`config.mk`:
```
export PLATFORM = sky130hd
export DESIGN_NAME = pcs_chain_sequencer_flat
export DESIGN_NICKNAME = d
export VERILOG_FILES = /design/src/rtl/pcs_chain_sequencer_if.sv /design/src/rtl/pcs_chain_sequencer.sv /design/src/flat_wrapper.sv
export SDC_FILE = /design/constraint.sdc
export NUM_CORES = 1
export LEC_CHECK = 0
export ABC_AREA = 1
export ABC_CLOCK_PERIOD_IN_PS = 1630
export CORE_MARGIN = 5
export CORE_UTILIZATION = 45
export CTS_CLUSTER_DIAMETER = 40
export DETAILED_ROUTE_END_ITERATION = 8
export GPL_ROUTABILITY_DRIVEN = 0
export GPL_TIMING_DRIVEN = 0
export MAX_ROUTING_LAYER = met4
export PLACE_DENSITY = 0.74
export SYNTH_ARGS = -nofsm -noshare
export SYNTH_HDL_FRONTEND = slang
export SYNTH_SLANG_ARGS = --single-unit
```
`constraint.sdc`:
```
create_clock -name i_clock -period 1.63 [get_ports i_clock]
set_input_delay 0.163 -clock i_clock [delete_from_list [all_inputs] [get_ports i_clock]]
set_output_delay 0.163 -clock i_clock [all_outputs]
set_load 0.02 [all_outputs]
```
`src/rtl/pcs_chain_sequencer_if.sv`:
```
// pcs_chain_sequencer_if: run-control and status bundle between the PCS chain sequencer and its controller
interface pcs_chain_sequencer_if #(parameter int NB_COUNT = 16);
  logic                i_start;
  logic                i_stop;
  logic [NB_COUNT-1:0] i_num_blocks;
  logic                i_bypass_req;
  logic                o_enable_encoder;
  logic                o_enable_scrambler;
  logic                o_enable_descrambler;
  logic                o_enable_decoder;
  logic                o_bypass;
  logic                o_rx_valid;
  logic                o_busy;
  logic                o_done;
  logic [NB_COUNT-1:0] o_block_count;
  modport master (
    output i_start, i_stop, i_num_blocks, i_bypass_req,
    input  o_enable_encoder, o_enable_scrambler, o_enable_descrambler, o_enable_decoder,
    input  o_bypass, o_rx_valid, o_busy, o_done, o_block_count
  );
  modport slave (
    input  i_start, i_stop, i_num_blocks, i_bypass_req,
    output o_enable_encoder, o_enable_scrambler, o_enable_descrambler, o_enable_decoder,
    output o_bypass, o_rx_valid, o_busy, o_done, o_block_count
  );
endinterface

```
`src/rtl/pcs_chain_sequencer.sv`:
```
// pcs_chain_sequencer: staged enable sequencing for the TX->RX PCS loopback chain
module pcs_chain_sequencer #(
  parameter int ENC_LAT  = 2,
  parameter int SCR_LAT  = 1,
  parameter int DESC_LAT = 1,
  parameter int DEC_LAT  = 2,
  parameter int NB_COUNT = 16
) (
  input  logic                  i_clock,
  input  logic                  i_reset,
  pcs_chain_sequencer_if.slave  bus
);
  localparam int L = ENC_LAT + SCR_LAT + DESC_LAT + DEC_LAT;
  typedef enum logic [1:0] {S_IDLE, S_RUN, S_DRAIN, S_DONE} state_t;
  state_t              r_state, w_next;
  logic [L-1:0]        r_dl;
  logic [NB_COUNT-1:0] r_n, r_count, w_count_inc;
  logic                r_bypass, w_enc, w_last;
  assign w_count_inc = r_count + NB_COUNT'(1);
  assign w_last      = (r_n != '0) && (w_count_inc == r_n);
  // State, run parameters, block counter and the single tapped enable delay line
  always_ff @(posedge i_clock) begin
    if (i_reset) begin
      r_state  <= S_IDLE;
      r_dl     <= '0;
      r_n      <= '0;
      r_count  <= '0;
      r_bypass <= 1'b0;
    end else begin
      r_state <= w_next;
      r_dl    <= {r_dl[L-2:0], w_enc};
      if (r_state == S_IDLE && bus.i_start) begin
        r_n      <= bus.i_num_blocks;
        r_bypass <= bus.i_bypass_req;
        r_count  <= '0;
      end
      if (r_state == S_RUN) r_count <= w_count_inc;
    end
  end
  // Next state; drain ends one cycle early so DONE lands right after the last rx_valid
  always_comb begin
    w_enc  = (r_state == S_RUN);
    w_next = (r_state == S_IDLE)  ? (bus.i_start ? S_RUN : S_IDLE) :
             (r_state == S_RUN)   ? ((w_last || bus.i_stop) ? S_DRAIN : S_RUN) :
             (r_state == S_DRAIN) ? ((r_dl[L-2:0] == '0) ? S_DONE : S_DRAIN) :
                                    S_IDLE;
  end
  assign bus.o_enable_encoder     = w_enc;
  assign bus.o_enable_scrambler   = r_dl[ENC_LAT-1];
  assign bus.o_enable_descrambler = r_dl[ENC_LAT+SCR_LAT-1];
  assign bus.o_enable_decoder     = r_dl[ENC_LAT+SCR_LAT+DESC_LAT-1];
  assign bus.o_rx_valid           = r_dl[L-1];
  assign bus.o_bypass             = r_bypass;
  assign bus.o_busy               = (r_state == S_RUN) || (r_state == S_DRAIN);
  assign bus.o_done               = (r_state == S_DONE);
  assign bus.o_block_count        = r_count;
endmodule

```
`src/flat_wrapper.sv`:
```
// flat-port wrapper written by rule: the top's interface ports become plain ports
module pcs_chain_sequencer_flat 
#(
  parameter int ENC_LAT  = 2,
  parameter int SCR_LAT  = 1,
  parameter int DESC_LAT = 1,
  parameter int DEC_LAT  = 2,
  parameter int NB_COUNT = 16
)
  (i_clock, i_reset, bus_i_start, bus_i_stop, bus_i_num_blocks, bus_i_bypass_req, bus_o_enable_encoder, bus_o_enable_scrambler, bus_o_enable_descrambler, bus_o_enable_decoder, bus_o_bypass, bus_o_rx_valid, bus_o_busy, bus_o_done, bus_o_block_count);
  pcs_chain_sequencer_if #(.NB_COUNT(NB_COUNT)) bus_i ();
  input  logic i_clock;
  input  logic i_reset;
  input wire logic [$bits(bus_i.i_start)-1:0] bus_i_start;
  input wire logic [$bits(bus_i.i_stop)-1:0] bus_i_stop;
  input wire logic [$bits(bus_i.i_num_blocks)-1:0] bus_i_num_blocks;
  input wire logic [$bits(bus_i.i_bypass_req)-1:0] bus_i_bypass_req;
  output wire logic [$bits(bus_i.o_enable_encoder)-1:0] bus_o_enable_encoder;
  output wire logic [$bits(bus_i.o_enable_scrambler)-1:0] bus_o_enable_scrambler;
  output wire logic [$bits(bus_i.o_enable_descrambler)-1:0] bus_o_enable_descrambler;
  output wire logic [$bits(bus_i.o_enable_decoder)-1:0] bus_o_enable_decoder;
  output wire logic [$bits(bus_i.o_bypass)-1:0] bus_o_bypass;
  output wire logic [$bits(bus_i.o_rx_valid)-1:0] bus_o_rx_valid;
  output wire logic [$bits(bus_i.o_busy)-1:0] bus_o_busy;
  output wire logic [$bits(bus_i.o_done)-1:0] bus_o_done;
  output wire logic [$bits(bus_i.o_block_count)-1:0] bus_o_block_count;
  assign bus_i.i_start = bus_i_start;
  assign bus_i.i_stop = bus_i_stop;
  assign bus_i.i_num_blocks = bus_i_num_blocks;
  assign bus_i.i_bypass_req = bus_i_bypass_req;
  assign bus_o_enable_encoder = bus_i.o_enable_encoder;
  assign bus_o_enable_scrambler = bus_i.o_enable_scrambler;
  assign bus_o_enable_descrambler = bus_i.o_enable_descrambler;
  assign bus_o_enable_decoder = bus_i.o_enable_decoder;
  assign bus_o_bypass = bus_i.o_bypass;
  assign bus_o_rx_valid = bus_i.o_rx_valid;
  assign bus_o_busy = bus_i.o_busy;
  assign bus_o_done = bus_i.o_done;
  assign bus_o_block_count = bus_i.o_block_count;
  pcs_chain_sequencer #(.ENC_LAT(ENC_LAT), .SCR_LAT(SCR_LAT), .DESC_LAT(DESC_LAT), .DEC_LAT(DEC_LAT), .NB_COUNT(NB_COUNT)) u_core (.i_clock(i_clock), .i_reset(i_reset), .bus(bus_i));
endmodule
```
# Yosys cells after proc, flatten, opt, wreduce, memory -nomap -nowiden
# Cells that the tools add are included.
dict set report totals {
  ff_bits 41
  word_cells 26
}
dict set report op_classes {
  addsub 1
  eq_ne 4
  n_mux 8
  n_reduce_logical 8
}
# operator count
set ops {}
lappend ops {{$mux W16} 2}
lappend ops {{$add A16 B1 Y16 const B} 1}
lappend ops {{$eq A16 B16 Y1} 1}
lappend ops {{$reduce_bool A16 Y1} 1}
lappend ops {{$mux W2} 4}
lappend ops {{$logic_not A5 Y1} 1}
lappend ops {{$eq A2 B2 Y1 const B} 2}
lappend ops {{$eq A2 B1 Y1 const B} 1}
lappend ops {{$logic_and A1 B1 Y1} 2}
lappend ops {{$logic_not A2 Y1} 1}
lappend ops {{$logic_or A1 B1 Y1} 2}
lappend ops {{$mux W1} 2}
lappend ops {{$reduce_bool A2 Y1} 1}

# Depth between registers and ports, before layout
dict set report logic_depth {
  word_depth 7
  mapped_depth 16
}

# Worst setup path after synthesis
# No wires, ideal clock.
dict set report synth_timing {
  kind {register to register}
  from {reg u_core.r_count[0] (netlist: u_core.bus.o_block_count[0])}
  to {reg u_core.r_state[0]}
  arrival_ns 1.756
  required_ns 1.518
  slack_ns -0.238
  stages_incl_launch_ff 17
  synth_period_minus_slack_ns 1.868
  path_cell_list {dfxtp_1 -> ha_1 -> nand2_2 -> nor2_4 -> nand2_2 -> nand2_1 -> nand2_1 -> nand2_1 -> nand2_1 -> nor2_1 -> nand2_1 -> nor2_1 -> nand3_1 -> nand2_1 -> nand2_1 -> nand2_1 -> nand2_1}
}
dict set report synth_between {
  elab_chain_len 7
}
# element line_no
set synth_lines {}
lappend synth_lines {{from (decl)} pcs_chain_sequencer.sv:17} ;# logic [NB_COUNT-1:0] r_n, r_count, w_count_inc;
lappend synth_lines {{from (signal assigned)} pcs_chain_sequencer.sv:37} ;# if (r_state == S_RUN) r_count <= w_count_inc;
lappend synth_lines {{$add A16 B1 Y16} pcs_chain_sequencer.sv:19} ;# assign w_count_inc = r_count + NB_COUNT'(1);
lappend synth_lines {{$eq A16 B16 Y1} pcs_chain_sequencer.sv:20} ;# assign w_last = (r_n != '0) && (w_count_inc == r_n);
lappend synth_lines {{$logic_and A1 B1 Y1} pcs_chain_sequencer.sv:20}
lappend synth_lines {{$logic_or A1 B1 Y1} pcs_chain_sequencer.sv:44} ;# (r_state == S_RUN) ? ((w_last || bus.i_stop) ? S_DRAIN : S_RUN) :
lappend synth_lines {{$mux W2 (2 in series)} pcs_chain_sequencer.sv:44}
lappend synth_lines {{$mux W2} pcs_chain_sequencer.sv:43} ;# w_next = (r_state == S_IDLE) ? (bus.i_start ? S_RUN : S_IDLE) :
lappend synth_lines {{to (signal assigned)} pcs_chain_sequencer.sv:30} ;# r_state <= w_next;
lappend synth_lines {{to (decl)} pcs_chain_sequencer.sv:15} ;# state_t r_state, w_next;
# Every way passes these cells.
# A chain may end at the register's enable or synchronous reset.

# Final worst setup path
dict set report layout_timing {
  from {reg u_core.r_count[1] (netlist: u_core.bus.o_block_count[1])}
  to {reg u_core.r_state[0]}
}
# Same word-level chain as after synthesis.

==> results.json <==
{
  "antenna_found_initial": 0,
  "fin_area_um2": 3040,
  "path_max_fanout": 8,
  "synthTopCellsByCount": "nand2_1 (96), dfxtp_1 (41), inv_1 (40), nand3_1 (37), nor2_1 (36)",
  "worstMarginPinSlew_ps": 554,
  "die_height_um": 80.7,
  "clk_pin_slew_worst_paths_ps": 80,
  "start_kind": "flip-flop",
  "grtUsageTotal": 0.202,
  "area_delta_synth_final_pct": 34.9,
  "synth_flop_cell": "dfxtp_1",
  "synth.largest_area_cell": "dfxtp_1",
  "vdd_drop_max_v": 0.000622,
  "totalWireLength_um": 5860,
  "skew_ps": 8.74,
  "postRouteAntennaNets": 0,
  "whs_path_depth": 2,
  "fmax_mhz": 550,
  "drive_gt1_frac": 0.124,
  "hold_buffers": 0,
  "path_class": "flip-flop to flip-flop",
  "finalMaxSlewViolations": 0,
  "syn_nets": 370,
  "final-hold-violation-count": 0,
  "synth_seq_cells": 41,
  "synthArstFlopShare": 0,
  "setup_viol": 2,
  "io_pins": 45,
  "synth_cell_types": 28,
  "r2r_end": "u_core.r_state[0]",
  "final.min_clock_period_ps": 1820,
  "cts_inserted_buffers": 5,
  "violations": "negative setup slack",
  "synth.top_cell.area_share": 0.365,
  "wl_per_cell_um": 12.5,
  "min_from": "u_core.r_dl[0]",
  "port_buffers": 44,
  "cts_root_buf": "clkbuf_8",
  "crit_start": "u_core.bus.o_block_count[1]",
  "dp.cells": 455,
  "yosys_warnings": 0,
  "p_per_area_nw_per_um2": 768,
  "ys_seq_area_frac": 0.365,
  "leakagePower_nw": 1.29,
  "place.detailed.hpwl_um": 4470,
  "first_pass_iters": 4,
  "total_power_mw": 2.33,
  "clk_latency_ps": 300,
  "synth_area_leaders": "dfxtp_1 (36%), nand2_1 (16%), nand3_1 (8.2%)",
  "cap_viol_max_count": 0,
  "overflow": 0,
  "endpoint_kind": "flip-flop",
  "die-area_um2": 6520,
  "post_dp_cell_area_um2": 2800,
  "fill_cells": 451,
  "vias": 2324,
  "fin_ws_ps": -188,
  "clock_path_buffers": 2,
  "synth_cells": 344,
  "grt_max_degree": 14,
  "drc": 0,
  "rows": 25,
  "final_util": 0.634,
  "synth_most_common_cell": "nand2_1",
  "cts_sinks": 41,
  "core-area_um2": 4790,
  "worstHoldEndpoint": "u_core.r_dl[1]",
  "r2r_setup_slack_ps": -190,
  "avgSynthCellArea_um2": 6.54,
  "drt_iter0_markers": 213,
  "rsz0062_at_grt": "true",
  "worstPathArrival_ps": 2010,
  "synth_edf_count": 0,
  "r2r_cells": 14,
  "grt_pass1_wl_um": 9930,
  "reg2reg_from": "u_core.bus.o_block_count[1]",
  "instances_no_fill": 470,
  "via_per_inst": 4.94,
  "netlist_area_um2": 2250,
  "grt_pass1_vias": 2177,
  "worstPathRequired_ps": 1830,
  "fin_crit_sh": 1.12,
  "cts_tree": "built",
  "relSlewSlack": 0.631,
  "initial_core_util": 0.470,
  "dieWidth_um": 80.7,
  "outcome": "finished, violations left",
  "antennaDiodeCount": 0,
  "nets": 428,
  "hold_class": "flip-flop to flip-flop",
  "htree_levels": 2
}
==> per-layer routing <==
layer	GRT usage	part of all wire	vias to the layer above
li1	-	-	1219
met1	0.259	0.47	1035
met2	0.326	0.46	60
met3	0.0392	0.053	10
met4	0.0524	0.015	0
met5	-	0	-
==> worst max-delay path: stages, from the launching register on <==
cell,delay (ps)
dfxtp_4,370
ha_4,160
nand2_4,60
nor2_4,210
nand4_1,200
nand2_1,110
nand2_1,50
nand2_1,50
nand2_1,50
nor2_1,100
nand3_1,110
nand2_1,90
nand2_1,50
nand2_1,60
nand2_1,40
==> registers in the layout (all words and copies together), names as in the netlist <==
name	count
u_core.bus.o_bypass	1
u_core.r_state	2
u_core.bus.o_block_count	16
u_core.r_n	16
u_core.r_dl	6
==> layout by cell type (no fill, tap or decap), types with 2 or more instances in the layout <==
master and n:
nand2_1 93, inv_1 40, clkdlybuf4s50_1 39, nand3_1 36
nor2_1 34, dfxtp_1 34, a21oi_1 29, o21ai_0 18
nand2_2 7, buf_4 7, nor2_4 6, nand4_1 6
clkbuf_8 5, dfxtp_2 5, clkbuf_1 4, ha_1 4
dlygate4sd2_1 3, clkbuf_2 2, buf_2 2, nor2_2 2
nand2_4 2, nand3b_1 2, dlymetal6s2s_1 2, dfxtp_4 2
==> through the flow <==
stage | setup slack (ps) | TNS [ps] | hold slack [ps]
after floorplan | -44.1 | -44.1 | 246
after global placement | -337 | -5100 | 412
after detailed placement | -360 | -5510 | 414
after CTS | -182 | -318 | 428
after global routing | -331 | -1190 | 448
final | -188 | -318 | 429
==> logic make-up after synthesis <==
logic type / Yosys count / synth area share
AND/OR/NAND/NOR: 193 / 0.385
AO/OA/AOI/OAI: 51 / 0.120
buffers and inverters: 51 / 0.0850
adder cells (fa/ha/maj): 5 / 0.0278
XOR/XNOR: 3 / 0.0178
flip-flops: 41 / 0.365
==> how the worst max path moves through the flow <==
stage	endpoint	slack, ps	cells past startpoint
final	u_core.r_state[0]	-190	14
after global routing	u_core.r_state[0]	-330	16
after CTS	u_core.r_state[0]	-180	16
after detailed placement	u_core.bus.o_block_count[10]	-360	7
after global placement	u_core.bus.o_block_count[15]	-340	7
after floorplan	u_core.r_state[0]	-40	11
==> power breakdown <==
group          leakage, nW  internal [mW]  switching [mW]  total (mW)
sequential           0.339           1.04          0.0302        1.07
combinational        0.880          0.150           0.188       0.339
clock               0.0663          0.547           0.372       0.919
total                 1.29           1.74           0.590        2.33
==> cell type report <==
type                       count  area, um^2  share of cell area
clock buffer                   6        93.8              0.0309
tap                           67        83.8              0.0276
clock inverter                 2        35.0              0.0115
sequential                    41         835               0.275
inverter                      41         154              0.0507
buffer                        10        53.8              0.0177
timing repair buffer          51         494               0.163
multi-input combinational    252        1290               0.424
==> what timing repair did <==
item / 4_1_cts / 5_1_grt
pin swaps: 2 / 2
setup buffers: 5 / 2
gates resized for setup: 14 / 12
setup endpoints to repair: 20 / 30
Note: power is estimated with default switching activity, not from simulation.
